$ cat config.mk
export PLATFORM = sky130hd
export DESIGN_NAME = pc_stack_unit_flat
export DESIGN_NICKNAME = d
export VERILOG_FILES = /design/src/rtl/pc_stack_unit_if.sv /design/src/rtl/pc_stack_unit.sv /design/src/flat_wrapper.sv
export SDC_FILE = /design/constraint.sdc
export NUM_CORES = 1
export LEC_CHECK = 0
export BUFFER_PORTS_ARGS = -buffer_cell sky130_fd_sc_hd__buf_2
export CAP_MARGIN = 0
export CORE_MARGIN = 4
export CORE_UTILIZATION = 55
export DETAILED_ROUTE_END_ITERATION = 10
export PLACE_DENSITY = 0.73
export SLEW_MARGIN = 40
export SYNTH_ARGS = -nofsm -noshare
export SYNTH_HDL_FRONTEND = slang
export SYNTH_SLANG_ARGS = --single-unit
$ cat constraint.sdc
create_clock -name clk -period 2.3 [get_ports clk]
set_input_delay 0.69 -clock clk [delete_from_list [all_inputs] [get_ports clk]]
set_output_delay 0.69 -clock clk [all_outputs]
set_load 0.1 [all_outputs]
$ cat src/rtl/pc_stack_unit_if.sv
// Command/status bundle between fetch control and the program counter.
// The master drives PC commands, and the slave returns the registered PC and its status.
interface pc_stack_unit_if #(
  parameter int ADDR_W = 11
) ();
  logic              inc;
  logic              branch_en;
  logic              call_en;
  logic              ret_en;
  logic              halt;
  logic              resume;
  logic              clr_fault;
  logic [ADDR_W-1:0] branch_addr;
  logic [ADDR_W-1:0] current_addr;
  logic              halted;
  logic              fault;
  logic [1:0]        fault_code;
  logic              stack_empty;
  logic              stack_full;

  modport master (
    output inc, branch_en, call_en, ret_en, halt, resume, clr_fault, branch_addr,
    input  current_addr, halted, fault, fault_code, stack_empty, stack_full
  );

  modport slave (
    input  inc, branch_en, call_en, ret_en, halt, resume, clr_fault, branch_addr,
    output current_addr, halted, fault, fault_code, stack_empty, stack_full
  );
endinterface

$ cat src/rtl/pc_stack_unit.sv
// Program counter with a return-address stack, a sticky halt and a fault trap for stack misuse.
// A command sampled at edge N is visible after edge N. There is no backpressure: commands are taken every cycle.
module pc_stack_unit #(
  parameter int                ADDR_W      = 11,
  parameter int                STACK_DEPTH = 4,
  parameter logic [ADDR_W-1:0] RESET_ADDR  = '0
) (
  input  logic               clk,
  input  logic               rst_n,
  pc_stack_unit_if.slave     bus
);

  localparam int             SP_W    = $clog2(STACK_DEPTH + 1);
  localparam logic [SP_W-1:0] SP_FULL = SP_W'(STACK_DEPTH);

  localparam logic [1:0] FC_NONE      = 2'b00;
  localparam logic [1:0] FC_OVERFLOW  = 2'b01;
  localparam logic [1:0] FC_UNDERFLOW = 2'b10;

  typedef enum logic [1:0] {
    ST_RUN   = 2'd0,
    ST_HALT  = 2'd1,
    ST_FAULT = 2'd2
  } state_t;

  state_t            state_q, state_d;
  logic [ADDR_W-1:0] pc_q, pc_d;
  logic [SP_W-1:0]   sp_q, sp_d;
  logic [1:0]        fault_code_q, fault_code_d;
  logic [ADDR_W-1:0] stack_q [STACK_DEPTH];
  logic [ADDR_W-1:0] stack_d [STACK_DEPTH];

  logic [ADDR_W-1:0] pc_inc;
  logic [ADDR_W-1:0] stack_top;
  logic              push;
  logic              is_empty;
  logic              is_full;

  assign pc_inc   = pc_q + ADDR_W'(1);
  assign is_empty = (sp_q == '0);
  assign is_full  = (sp_q == SP_FULL);

  // Entry sp-1 holds the most recent return address.
  always_comb begin
    stack_top = '0;
    for (int i = 0; i < STACK_DEPTH; i++) begin
      if (sp_q == SP_W'(i + 1)) begin
        stack_top = stack_q[i];
      end
    end
  end

  always_comb begin
    state_d      = state_q;
    pc_d         = pc_q;
    sp_d         = sp_q;
    fault_code_d = fault_code_q;
    push         = 1'b0;

    unique case (state_q)
      ST_RUN: begin
        if (bus.halt) begin
          state_d = ST_HALT;
        end else if (bus.ret_en) begin
          if (is_empty) begin
            state_d      = ST_FAULT;
            fault_code_d = FC_UNDERFLOW;
          end else begin
            pc_d = stack_top;
            sp_d = sp_q - SP_W'(1);
          end
        end else if (bus.call_en) begin
          if (is_full) begin
            state_d      = ST_FAULT;
            fault_code_d = FC_OVERFLOW;
          end else begin
            push = 1'b1;
            sp_d = sp_q + SP_W'(1);
            pc_d = bus.branch_addr;
          end
        end else if (bus.branch_en) begin
          pc_d = bus.branch_addr;
        end else if (bus.inc) begin
          pc_d = pc_inc;
        end
      end

      ST_HALT: begin
        // A simultaneous halt keeps the unit parked, and the resume cycle itself moves nothing.
        if (bus.resume && !bus.halt) begin
          state_d = ST_RUN;
        end
      end

      ST_FAULT: begin
        if (bus.clr_fault) begin
          state_d      = ST_RUN;
          pc_d         = RESET_ADDR;
          sp_d         = '0;
          fault_code_d = FC_NONE;
        end
      end

      default: begin
        state_d = ST_RUN;
      end
    endcase
  end

  always_comb begin
    stack_d = stack_q;
    for (int i = 0; i < STACK_DEPTH; i++) begin
      if (push && (sp_q == SP_W'(i))) begin
        stack_d[i] = pc_inc;
      end
    end
  end

  always_ff @(posedge clk or negedge rst_n) begin
    if (!rst_n) begin
      state_q      <= ST_RUN;
      pc_q         <= RESET_ADDR;
      sp_q         <= '0;
      fault_code_q <= FC_NONE;
    end else begin
      state_q      <= state_d;
      pc_q         <= pc_d;
      sp_q         <= sp_d;
      fault_code_q <= fault_code_d;
    end
  end

  // Contents are don't-care after reset, but clearing them keeps a push in flight from landing.
  always_ff @(posedge clk or negedge rst_n) begin
    if (!rst_n) begin
      for (int i = 0; i < STACK_DEPTH; i++) begin
        stack_q[i] <= '0;
      end
    end else begin
      stack_q <= stack_d;
    end
  end

  assign bus.current_addr = pc_q;
  assign bus.halted       = (state_q == ST_HALT);
  assign bus.fault        = (state_q == ST_FAULT);
  assign bus.fault_code   = fault_code_q;
  assign bus.stack_empty  = is_empty;
  assign bus.stack_full   = is_full;

endmodule

$ cat src/flat_wrapper.sv
// flat-port wrapper written by rule: the top's interface ports become plain ports
module pc_stack_unit_flat 
#(
  parameter int                ADDR_W      = 11,
  parameter int                STACK_DEPTH = 4,
  parameter logic [ADDR_W-1:0] RESET_ADDR  = '0
)
  (clk, rst_n, bus_inc, bus_branch_en, bus_call_en, bus_ret_en, bus_halt, bus_resume, bus_clr_fault, bus_branch_addr, bus_current_addr, bus_halted, bus_fault, bus_fault_code, bus_stack_empty, bus_stack_full);
  pc_stack_unit_if #(.ADDR_W(ADDR_W)) bus_i ();
  input  logic clk;
  input  logic rst_n;
  input wire logic [$bits(bus_i.inc)-1:0] bus_inc;
  input wire logic [$bits(bus_i.branch_en)-1:0] bus_branch_en;
  input wire logic [$bits(bus_i.call_en)-1:0] bus_call_en;
  input wire logic [$bits(bus_i.ret_en)-1:0] bus_ret_en;
  input wire logic [$bits(bus_i.halt)-1:0] bus_halt;
  input wire logic [$bits(bus_i.resume)-1:0] bus_resume;
  input wire logic [$bits(bus_i.clr_fault)-1:0] bus_clr_fault;
  input wire logic [$bits(bus_i.branch_addr)-1:0] bus_branch_addr;
  output wire logic [$bits(bus_i.current_addr)-1:0] bus_current_addr;
  output wire logic [$bits(bus_i.halted)-1:0] bus_halted;
  output wire logic [$bits(bus_i.fault)-1:0] bus_fault;
  output wire logic [$bits(bus_i.fault_code)-1:0] bus_fault_code;
  output wire logic [$bits(bus_i.stack_empty)-1:0] bus_stack_empty;
  output wire logic [$bits(bus_i.stack_full)-1:0] bus_stack_full;
  assign bus_i.inc = bus_inc;
  assign bus_i.branch_en = bus_branch_en;
  assign bus_i.call_en = bus_call_en;
  assign bus_i.ret_en = bus_ret_en;
  assign bus_i.halt = bus_halt;
  assign bus_i.resume = bus_resume;
  assign bus_i.clr_fault = bus_clr_fault;
  assign bus_i.branch_addr = bus_branch_addr;
  assign bus_current_addr = bus_i.current_addr;
  assign bus_halted = bus_i.halted;
  assign bus_fault = bus_i.fault;
  assign bus_fault_code = bus_i.fault_code;
  assign bus_stack_empty = bus_i.stack_empty;
  assign bus_stack_full = bus_i.stack_full;
  pc_stack_unit #(.ADDR_W(ADDR_W), .STACK_DEPTH(STACK_DEPTH), .RESET_ADDR(RESET_ADDR)) u_core (.clk(clk), .rst_n(rst_n), .bus(bus_i));
endmodule
Word-level counts from Yosys, hierarchy flattened
Index checks and enable logic that the tools add are counted.
Storage, ports and cells
  flip-flop bits (word level): 62
  input bits: 20
  output and inout port bits: 17
  word-level logic and storage cells: 81
Operators by class
  $add $sub $neg: 3
  equal/unequal tests: 19
  mux-type cells: 38
  reduce and logical (&&, ||, !) cells: 13
Operators with widths (count)
  11-bit 2-to-1 mux: 12
  2-bit 2-to-1 mux: 11
  11-bit case mux with 2 select lines: 1
  3-bit 2-to-1 mux: 6
  6-bit AND reduction: 3
  4-bit inequality test (second input constant): 4
  3-bit inequality test (second input constant): 5
  11-bit by 1-bit adder with 11-bit output (second input constant): 1
  3-bit by 2-bit equality test with 1-bit output (second input constant): 2
  2-bit case mux with 3 select lines: 1
  3-bit case mux with 2 select lines: 1
  1-bit logical AND: 5
  1-bit 2-to-1 mux: 5
  5-bit inequality test (second input constant): 1
  5-bit AND reduction: 1
  2-bit inequality test (second input constant): 2
  2-bit case mux with 2 select lines: 1
  3-bit by 1-bit adder with 3-bit output (second input constant): 1
  3-bit by 1-bit equality test with 1-bit output (second input constant): 1
  3-bit equality test (second input constant): 1
  3-bit logical NOT: 1
  3-bit by 1-bit subtractor with 3-bit output (second input constant): 1
  2-bit by 1-bit equality test with 1-bit output (second input constant): 1
  2-bit equality test (second input constant): 1
  4 further kinds: 4

Depth between registers and ports, before layout
  depth after elaboration: 9
  mapped depth: 10
  gate-level depth less buffers: 8

Least setup slack after synthesis
No wires, ideal clock.
  kind: register to output
  from: register u_core.state_q[1]
  to: output bus_halted
  arrival: 1898 ps
  required time: 1610 ps
  path slack: -288 ps
  stages on the path, launching flop included: 3
  path buffers: 1
  cells stage by stage: dfrtp_1 > buf_6 > nor2b_1
On the way
  cells in the longest elaborated chain, start to end: 1
Ends and longest elaborated chain
  from (decl): line pc_stack_unit.sv:26  | state_t state_q, state_d;
  from (signal assigned): line pc_stack_unit.sv:126  | state_q <= state_d;
  2-bit by 1-bit equality test with 1-bit output: line pc_stack_unit.sv:145  | assign bus.halted = (state_q == ST_HALT);
  to (decl): line flat_wrapper.sv:21  | output wire logic [$bits(bus_i.halted)-1:0] bus_halted;
Every way passes these cells.

Worst setup path in the final report
  from: register u_core.state_q[0]
  to: output bus_halted
Same word-level chain as after synthesis.

==> flow_summary.yaml <==
outcome:
  run_status: "finished clean"
global_route:
  grt_max_degree: 63
  overflow: 0
  grt_pass1_vias: 2620
  antenna_found_initial: 0
  grt_pass1_wl_um: 13560
  track_usage: 0.2396
setup_path:
  r2r_cells: 8
  worstSetupEndpointType: "primary output"
  cp-start-kind: "register"
  criticalPathCategory: "register to primary output"
  cp_max_fo: 9
  cp_data_required_time_ps: 1610
  critPathArrivalTime_ps: 1530
timing:
  setup_tns_ps: 0
  fin_worst_skew_ps: 11.24
  hold_violations: 0
  tightest_slew_ps: 508.5
  rsz0062_at_grt: "false"
  maxSlewViolCount: 0
  finalCritPeriodShare: 0.9645
  slew_headroom: 0.6586
  fmax_ghz: 0.4508
  period_needed_ps: 2218
  setup_viol: 0
  setup_slack_ps: 81.64
hold_path:
  min_path_type: "input port to async pin"
final_layout:
  final_nets: 434
  drive_gt1_frac: 0.2476
  seqCellArea_um2: 1558
  n_antenna_cell: 0
  multiInputGateArea_um2: 1612
  fillers: 490
  syn_to_final_growth_pct: 18.59
power_and_ir_drop:
  irDropWorstVdd_mv: 1.305
  power_leakage_nw: 1.810
  p_per_area_nw_per_um2: 1489
clock_network:
  cts.sinks: 62
  root_buffer: "clkbuf_8"
  htreeDepth: 3
  clkLatencyLatePin_ps: 340
  cts_tree: "yes"
  clock_path_buffers: 2
  cts_hold_buf: 0
  cts_made_buffers: 9
  clk_pin_slew_ps: 70
detailed_routing:
  first_pass_iters: 4
  ant_nets: 0
  vias: 2760
  wl_um: 8036
  drt-wirelength-per-cell_um: 16.50
  remaining_drc_errors: 0
  avgViaCountPerCell: 5.667
  drt_iter0_markers: 178
die:
  die_y_um: 85.76
  start_util: 0.5651
  coreArea_um2: 5886
  ioPinCount: 37
  rows: 28
  die_width_um: 85.76
  die-area_um2: 7355
synthesis:
  ys_seq_area_frac: 0.4665
  ys_warn_count: 0
  avgSynthCellArea_um2: 9.264
  synth_cells: 359
  synth_seq_cells: 62
  synthesis.area_um2: 3326
  postSynthNetCount: 386
  yosysUniqueCellTypes: 52
place:
  hpwl_um: 5780
  port_buffers: 36
  dp_slack_ps: 94.28
  place_congestion: 0.8689
job:
  maxCapViolCount: 0
## flip-flops by register name, indices dropped and copies added (netlist names)
signal and flops:
u_core.state_q 2, u_core.stack_q 44, u_core.bus.current_addr 11, u_core.bus.fault_code 2, u_core.sp_q 3
## metrics by stage
step	hold slack [ps]	power, mW	cells	cell area, um2	utilization
after floorplan	394.4	4.023	359	3334	-
after global routing	356.7	6.242	487	3944	0.6701
after detailed placement	471.1	4.818	470	3715	0.6312
final	344.0	5.873	487	3944	0.6701
after global placement	454.8	4.759	470	3715	0.6312
after CTS	356.7	5.828	486	3925	0.6669
## synthesized netlist by cell type, drive strengths merged
library cell / instances / share of area
a211o: 3 / 0.0079
a211oi: 5 / 0.016
a21o: 1 / 0.0023
a21oi: 29 / 0.044
a221o: 6 / 0.018
a221oi: 5 / 0.013
a31oi: 1 / 0.0019
and2b: 1 / 0.0023
and4: 1 / 0.0026
and4b: 1 / 0.0030
buf: 17 / 0.034
clkbuf: 6 / 0.0071
clkinv: 1 / 0.0015
dfrtp: 62 / 0.47
ha: 7 / 0.026
inv: 10 / 0.011
mux2: 5 / 0.017
mux2i: 3 / 0.0090
nand2: 57 / 0.067
nand2b: 2 / 0.0038
nand3: 4 / 0.0060
nand3b: 1 / 0.0023
nand4: 2 / 0.0038
nand4b: 1 / 0.0026
nor2: 34 / 0.039
nor2b: 4 / 0.0098
nor3: 11 / 0.025
nor3b: 2 / 0.0060
nor4: 2 / 0.0038
nor4b: 1 / 0.0071
o21ai: 49 / 0.074
o221ai: 1 / 0.0026
o22ai: 1 / 0.0019
o31a: 4 / 0.011
o31ai: 2 / 0.0087
o32a: 2 / 0.0060
o32ai: 1 / 0.0026
or2b: 3 / 0.0068
or3: 1 / 0.0019
xnor2: 6 / 0.016
xor2: 4 / 0.011
## per-layer routing
metal  vias to the layer above  wire (um)  GRT usage
li1                       1360          -          -
met1                      1322       4029     0.3706
met2                        69       3558     0.3397
met3                         9        358    0.04995
met4                         0         90    0.07050
met5                         -          0          0
## layout by cell type (no fill, tap or decap), types with 4 or more instances in the layout
cell type / n
nand3_1: 4
nor2_1: 33
inv_1: 10
o31a_1: 4
a21oi_1: 29
buf_4: 22
a221o_1: 6
dfrtp_2: 5
nor3_1: 8
buf_12: 5
mux2_2: 5
nand2_1: 56
a221oi_1: 5
clkbuf_8: 10
xor2_1: 4
xnor2_1: 6
o21ai_0: 49
buf_2: 33
ha_1: 6
dfrtp_1: 57
## final timing paths
path	endpoint	startpoint	slack, ps
max	bus_halted	u_core.state_q[0]	80
min	u_core.sp_q[1]	rst_n	340
max reg2reg	u_core.bus.current_addr[5]	u_core.sp_q[1]	170
min reg2reg	u_core.stack_q[25]	u_core.stack_q[25]	490
max in group asynchronous	u_core.bus.current_addr[3]	rst_n	1650
min in group clk	u_core.stack_q[25]	u_core.stack_q[25]	490
## kinds of logic (layout without fill, tap and decap cells)
family	Yosys count	after routing	synth area share
AOI/OAI and AO/OA	110	110	0.2088
xor gates and xnor gates	10	10	0.02633
adders and majority gates	7	7	0.02633
buffers and inverters	34	87	0.05380
DFF	62	62	0.4665
muxes	8	8	0.02596
and+or+nand+nor	128	128	0.1923
## power by group
part | internal (mW) | switching, mW | leakage, nW
sequential | 1.54 | 0.387 | 0.801
combinational | 0.937 | 2.01 | 0.902
clock | 0.537 | 0.460 | 0.107
## worst max-delay path, stage by stage (launching register included)
cell and delay (ps):
dfrtp_1 560, nor2b_2 200, buf_2 420
## cell type report
cell class | instances | share of cell area
Clock buffer | 10 | 0.03490
Clock inverter | 6 | 0.01777
Inverter | 11 | 0.01079
Multi-Input combinational cell | 263 | 0.4086
Sequential cell | 62 | 0.3950
Tap cell | 75 | 0.02379
Timing Repair Buffer | 60 | 0.1091
## repair_timing
action,in CTS,in global routing
buffers inserted,0,1
resized for setup,1,2
gates cloned,0,0
setup endpoints to repair,2,6
pin swaps,0,1
Power figures use the tool's default switching activity.
